### config.mk
export PLATFORM = sky130hd
export DESIGN_NAME = fifo_sync_pointer_multi
export DESIGN_NICKNAME = d
export VERILOG_FILES = /design/src/rtl/fifo_sync_pointer_multi.sv
export SDC_FILE = /design/constraint.sdc
export NUM_CORES = 1
export LEC_CHECK = 0
export ABC_AREA = 1
export CAP_MARGIN = 20
export CORE_UTILIZATION = 48
export CTS_CLUSTER_DIAMETER = 120
export DETAILED_ROUTE_END_ITERATION = 7
export GPL_TIMING_DRIVEN = 0
export MAX_ROUTING_LAYER = met4
export PLACE_DENSITY_LB_ADDON = 0.1
export SYNTH_ARGS = -nofsm -noshare
export SYNTH_HDL_FRONTEND = slang
export SYNTH_SLANG_ARGS = --single-unit
export TNS_END_PERCENT = 30
### constraint.sdc
create_clock -name read_clock -period 2.4 [get_ports read_clock]
set_input_delay 0.48 -clock read_clock [delete_from_list [all_inputs] [get_ports read_clock]]
set_output_delay 0.48 -clock read_clock [all_outputs]
set_load 0.01 [all_outputs]
### src/rtl/fifo_sync_pointer_multi.sv
// Multi-channel Gray write-pointer synchroniser into the read clock domain, with registered
// binary conversion, advance count and change pulse; FIFO_SYNC_GRAY_CHECK_EN builds the Gray coherency check.
module fifo_sync_pointer_multi #(
    parameter int DEPTH        = 16,
    parameter int SYNC_STAGES  = 2,
    parameter int NUM_CHANNELS = 1,
    localparam int PW          = $clog2(DEPTH) + 1
) (
    input  logic                         read_clock,
    input  logic                         read_reset_n,
    input  logic [NUM_CHANNELS*PW-1:0]   write_pointer_gray,
    input  logic                         clear_error,
    output logic [NUM_CHANNELS*PW-1:0]   synced_pointer_gray,
    output logic [NUM_CHANNELS*PW-1:0]   synced_pointer_bin,
    output logic [NUM_CHANNELS*PW-1:0]   pointer_advance,
    output logic [NUM_CHANNELS-1:0]      pointer_changed,
    output logic [NUM_CHANNELS-1:0]      gray_error
);

    localparam int WARM = SYNC_STAGES + 1;
    localparam int WW   = $clog2(WARM + 1);

    if ((DEPTH < 2) || ((DEPTH & (DEPTH - 1)) != 0) || (SYNC_STAGES < 2) || (NUM_CHANNELS < 1)) begin : g_param_err
        $error("fifo_sync_pointer_multi: DEPTH must be a power of two >= 2, SYNC_STAGES >= 2, NUM_CHANNELS >= 1");
    end

    function automatic logic [PW-1:0] gray2bin(input logic [PW-1:0] g);
        logic [PW-1:0] b;
        b[PW-1] = g[PW-1];
        for (int i = PW - 2; i >= 0; i--) begin
            b[i] = b[i+1] ^ g[i];
        end
        return b;
    endfunction

    logic [NUM_CHANNELS*PW-1:0] r_sync [SYNC_STAGES];
    logic [WW-1:0]              r_warm;
    logic                       w_warm_done;
    logic [PW-1:0]              w_gray [NUM_CHANNELS];
    logic [PW-1:0]              w_bin  [NUM_CHANNELS];
    logic [PW-1:0]              r_bin  [NUM_CHANNELS];
    logic [PW-1:0]              r_adv  [NUM_CHANNELS];
    logic [NUM_CHANNELS-1:0]    r_chg;

    assign w_warm_done = (r_warm == WW'(WARM));

    // Synchroniser shift chain: plain flops only, stage 0 samples the async input directly.
    always_ff @(posedge read_clock) begin
        if (!read_reset_n) begin
            for (int i = 0; i < SYNC_STAGES; i++) begin
                r_sync[i] <= '0;
            end
        end else begin
            r_sync[0] <= write_pointer_gray;
            for (int i = 1; i < SYNC_STAGES; i++) begin
                r_sync[i] <= r_sync[i-1];
            end
        end
    end

    // Warm-up counter: saturates once the chain and conversion stage hold post-reset data.
    always_ff @(posedge read_clock) begin
        if (!read_reset_n) begin
            r_warm <= '0;
        end else if (!w_warm_done) begin
            r_warm <= r_warm + WW'(1);
        end else begin
            r_warm <= r_warm;
        end
    end

    // Per-channel split of the synchroniser output and Gray-to-binary decode.
    always_comb begin
        for (int c = 0; c < NUM_CHANNELS; c++) begin
            w_gray[c] = r_sync[SYNC_STAGES-1][c*PW +: PW];
            w_bin[c]  = gray2bin(w_gray[c]);
        end
    end

    // Conversion stage: r_bin doubles as prev_bin, so it tracks the live value even in warm-up.
    always_ff @(posedge read_clock) begin
        if (!read_reset_n) begin
            for (int c = 0; c < NUM_CHANNELS; c++) begin
                r_bin[c] <= '0;
                r_adv[c] <= '0;
            end
            r_chg <= '0;
        end else begin
            for (int c = 0; c < NUM_CHANNELS; c++) begin
                r_bin[c] <= w_bin[c];
                if (w_warm_done) begin
                    r_adv[c] <= w_bin[c] - r_bin[c];
                    r_chg[c] <= (w_bin[c] != r_bin[c]);
                end else begin
                    r_adv[c] <= '0;
                    r_chg[c] <= 1'b0;
                end
            end
        end
    end

`ifdef FIFO_SYNC_GRAY_CHECK_EN
    function automatic logic [PW:0] popcount(input logic [PW-1:0] v);
        logic [PW:0] n;
        n = '0;
        for (int i = 0; i < PW; i++) begin
            n = n + {{PW{1'b0}}, v[i]};
        end
        return n;
    endfunction

    logic [PW-1:0]           r_gprev [NUM_CHANNELS];
    logic [NUM_CHANNELS-1:0] r_err;

    // Sticky coherency flag; a new violation beats a simultaneous clear.
    always_ff @(posedge read_clock) begin
        if (!read_reset_n) begin
            for (int c = 0; c < NUM_CHANNELS; c++) begin
                r_gprev[c] <= '0;
            end
            r_err <= '0;
        end else begin
            for (int c = 0; c < NUM_CHANNELS; c++) begin
                r_gprev[c] <= w_gray[c];
                if (w_warm_done && (popcount(w_gray[c] ^ r_gprev[c]) > {{PW{1'b0}}, 1'b1})) begin
                    r_err[c] <= 1'b1;
                end else if (clear_error) begin
                    r_err[c] <= 1'b0;
                end else begin
                    r_err[c] <= r_err[c];
                end
            end
        end
    end

    assign gray_error = r_err;
`else
    logic w_unused_clear;
    assign w_unused_clear = clear_error;
    assign gray_error     = '0;
`endif

    assign synced_pointer_gray = r_sync[SYNC_STAGES-1];
    assign pointer_changed     = r_chg;

    for (genvar c = 0; c < NUM_CHANNELS; c++) begin : g_pack
        assign synced_pointer_bin[c*PW +: PW] = r_bin[c];
        assign pointer_advance[c*PW +: PW]    = r_adv[c];
    end

endmodule

# --- Yosys cells after proc, flatten, opt, wreduce, memory -nomap -nowiden ---
# Memory sizes are Yosys's and may differ from the RTL's.
# Cells that the tools add are included.
totals:
  ff_bits: 3
  ramBits: 20
  in_bits: 8
  memories: 3
op_classes:
  addsub: 2
  n_eq_ne: 2
  mux: 16
  bitwise: 6
  n_reduce_logical: 4
mem_list:
  columns: ["memory", "depth", "word_bits", "read_ports", "rd_clocked_by_memory_dff", "write_ports", "line", "text"]
  rows:
  - ["r_sync", 2, 5, 2, 0, 2, "36", "logic [NUM_CHANNELS*PW-1:0] r_sync [SYNC_STAGES];"]
  - ["r_adv", 1, 5, 1, 0, 1, "42", "logic [PW-1:0] r_adv [NUM_CHANNELS];"]
  - ["r_bin", 1, 5, 1, 0, 1, "41", "logic [PW-1:0] r_bin [NUM_CHANNELS];"]
op_table:
  columns: ["op", "count"]
  rows:
  - ["5-bit 2-to-1 mux", 5]
  - ["5-bit OR reduction", 3]
  - ["1-bit 2-to-1 mux", 11]
  - ["5-bit inequality test", 1]
  - ["5-bit subtractor", 1]
  - ["1-bit XOR", 4]
  - ["2-bit by 1-bit adder with 2-bit output (second input constant)", 1]
  - ["2-bit equality test (second input constant)", 1]
  - ["1-bit OR", 2]
  - ["2-bit AND reduction", 1]

# --- Depth between registers and ports, before layout ---
# An unclocked memory read counts as a cell.
depth:
  word_depth: 8
  mapped_depth: 14

# --- Worst setup path after synthesis ---
# No wires, ideal clock.
synth_timing:
  path_kind: "reg-to-reg"
  startpoint: "memory r_sync[0][9] (netlist name)"
  endpoint: "memory r_adv[0][4] (netlist name) (data pin)"
  setup_time_ns: 0.260
  arrival_ns: 1.895
  t_required_ns: 2.140
  slack_ns: 0.246
  path_stages_with_launch: 15
  n_path_buf: 0
  synth_period_minus_slack_ns: 2.154
  path_cell_list: "dfxtp_1 > inv_2 > nand2_2 > nand3_2 > nand2_4 > nand2_4 > nand2_4 > nand2_4 > nand2_1 > inv_1 > ha_1 > fa_1 > o21ai_0 > or2_1 > a21oi_1"
synth_rtl:
  columns: ["item", "line"]
  rows:
  - ["from (decl)", "36"]
  - ["to (decl)", "42"]

==> results.cfg <==
[grt]
grt_first_pass_wirelength_um = 2656
grt_usage = 0.1509
antenna_found_initial = 0
grt_max_degree = 14
overflow = 0
first_global_vias = 700

[hold_path]
hold_end = r_sync[0][9]
hp-class = register to register
holdPathStages = 2
min-delay-start = r_sync[0][4]

[routing]
vias_per_cell = 4.434
wirelength_um = 1554
antenna_left = 0
num_vias = 776
drt_first_pass_iters = 4
drc = 0
first_iter_violations = 7
routedWlPerCell_um = 8.880

[clock_tree]
postCtsSetupBuffers = 0
clk_latency_ns = 0.32
cts_tree = yes
clockBufferDepth = 2
root_buffer = clkbuf_4
path_clk_slew_ns = 0.12
clock-sinks = 23
h-tree-depth = 1
cts_buffers = 3

[critical_path]
crit_chain = inv_1 -> nand2_2 -> nand3_2 -> nand2_4 -> nand2_4 -> nand2_4 -> nand2_4 -> nand2_1 -> inv_1 -> ha_1 -> fa_1 -> o21ai_1 -> or2_1 -> a21oi_1
r2r_end = r_adv[0][4]
r2r_slack_ns = 0.17
cp_slowest_cell = fa_1
critPathTopFamily = simple AND/OR/NAND/NOR gates
crit_fanout = 4
reg2regPathDepth = 14
critPathArrivalTime_ns = 2.31
timing.rr.start = r_sync[0][8]
cp_slowest_stage_delay_ns = 0.41
worst-path-buf-inv = 2
worstSetupEndpointType = register
start_kind = register
cp_common_cell = nand2_4
crit_required_ns = 2.48
worstSetupPathType = register to register

[timing]
rsz0062_at_grt = no
fin_tns_setup_ns = 0
finalCriticalPeriod_ns = 2.233
slew_violations = 0
setup_ws_ns = 0.1667
max_freq_mhz = 447.8
setup_violations = 0
finalClockSkew_ns = 0.003431
fin_crit_sh = 0.9306
hold_viol = 0

[synthesis]
ys_seq_area_frac = 0.4892
syn-instance-count = 118
synth-edff-count = 5
postSynthAreaPerCell_um2 = 8.843
synthXorXnorAreaFrac = 0.02518
synth.area.mux_share = 0
synth-compound-area-share = 0.06235
ys_ff_latch = 23
synth_top_family_by_area = simple AND/OR/NAND/NOR gates
yosysUniqueCellTypes = 24
netlist_area_mm2 = 0.001044
ys.flop_type = dfxtp_1
synthAdderAreaFrac = 0.07914
yosys.area_share.simple = 0.1930
async_reset_ff_frac = 0
yosysWarnings = 0

[layout]
layout.cells.non_filler = 175
area_growth_syn_to_layout_pct = 28.78
diodes = 0
final.fill_count = 169
final_cell_mix = inv_1, clkdlybuf4s50_1, nand2_1
final_nets = 163
drive_above_1_share = 0.1419
final_common_cell = inv_1

[placed_design]
post-place-ws_ns = 0.06804
port_buffers = 22
dp_cells = 171
gp_congestion = 0.7595
dpl.hpwl_um = 1234

[power]
total_leakage_power_nw = 0.6880
pwr_density_cell_mw_per_mm2 = 590.8
max-vdd-ir-drop_v = 0.0004299

[floorplanning]
die-area_mm2 = 0.002364
io_pins = 25
coreArea_mm2 = 0.002002
start_util = 0.5213
row_count = 16
die_x_um = 48.63
die_h_um = 48.63

[run]
maxCapViolations = 0

[run_status]
outcome = finished, final reports clean
==> timing repair <==
action,4_1_cts,5_1_grt
hold endpoints to repair,0,0
setup endpoints to repair,0,1
gates resized for setup,0,3
hold buffers,0,0
==> synth_stat cells (2+ instances only) <==
cell	number	area, µm²
inv_1	26	97.59
nand2_1	21	78.83
dfxtp_1	18	360.4
nor2_1	8	30.03
buf_4	6	45.04
a21oi_1	5	25.02
edfxtp_1	5	150.1
ha_1	5	62.56
nand2_4	4	45.04
nand3_2	3	30.03
conb_1	2	7.510
o21ai_0	2	10.01
xor2_1	2	17.52
==> final cells by class <==
class,count,area [µm²],area share
Clock buffer,3,22.52,0.01676
Sequential cell,23,514.2,0.3827
Inverter,27,101.3,0.07542
Timing Repair Buffer,22,220.2,0.1639
Clock inverter,1,5.005,0.003724
Multi-Input combinational cell,65,397.9,0.2961
Tap cell,27,33.78,0.02514
Buffer,7,48.80,0.03631
==> per-layer routing <==
metal / vias up / routed length (µm) / GRT usage
met4: 0 / 41 / 0.08824
met3: 9 / 48 / 0.02830
met5: - / 0 / -
met1: 346 / 618 / 0.1587
li1: 399 / - / -
met2: 22 / 846 / 0.2616
==> state kept, by name, summed over array words and instances, names as in the netlist <==
name             cells
r_sync              10
r_adv                5
r_warm               2
r_bin                5
pointer_changed      1
==> worst register-to-register path: cells and delay by family (launching register included) <==
family,cells,cell delay (ns)
adders and majority gates,2,0.61
DFF,1,0.39
AOI/OAI and AO/OA,2,0.22
and+or+nand+nor,8,0.67
buffers and inverters,2,0.13
==> per-stage QoR <==
step	util	cell area, µm²	total power, mW	hold WS [ns]
2_1_floorplan	-	1059	0.5617	0.3905
3_3_place_gp	0.6556	1313	0.6143	0.3925
3_5_place_dp	0.6556	1313	0.6238	0.3994
4_1_cts	0.6694	1340	0.8006	0.4265
5_1_grt	0.6713	1344	0.8414	0.4426
6_report	0.6713	1344	0.7939	0.4227
==> logic make-up (layout without fill, tap and decap cells) <==
family          count (synthesis)  in the layout
flops                          23             23
other cells                     2              6
buf+inv                        34             60
fa+ha+maj                       6              6
simple gates                   39             39
xor+xnor                        3              3
compound gates                 11             11
==> power breakdown <==
group	total, mW	switching (mW)	leakage (nW)	internal [mW]
Clock	0.178	0.116	0.0177	0.0624
Sequential	0.440	0.0161	0.201	0.424
Combinational	0.176	0.0895	0.469	0.0861
==> worst max path at each step <==
stage	cells after the start	slack, ns	startpoint	end
floorplan	14	0.25	r_sync[0][9]	r_adv[0][4]
CTS	14	0.03	r_sync[0][9]	r_adv[0][4]
detailed placement	14	0.07	r_sync[0][9]	r_adv[0][4]
global route	14	0.05	r_sync[0][8]	r_adv[0][4]
global placement	14	0.11	r_sync[0][9]	r_adv[0][4]
finish	14	0.17	r_sync[0][8]	r_adv[0][4]
Power figures use the tool's default switching activity.
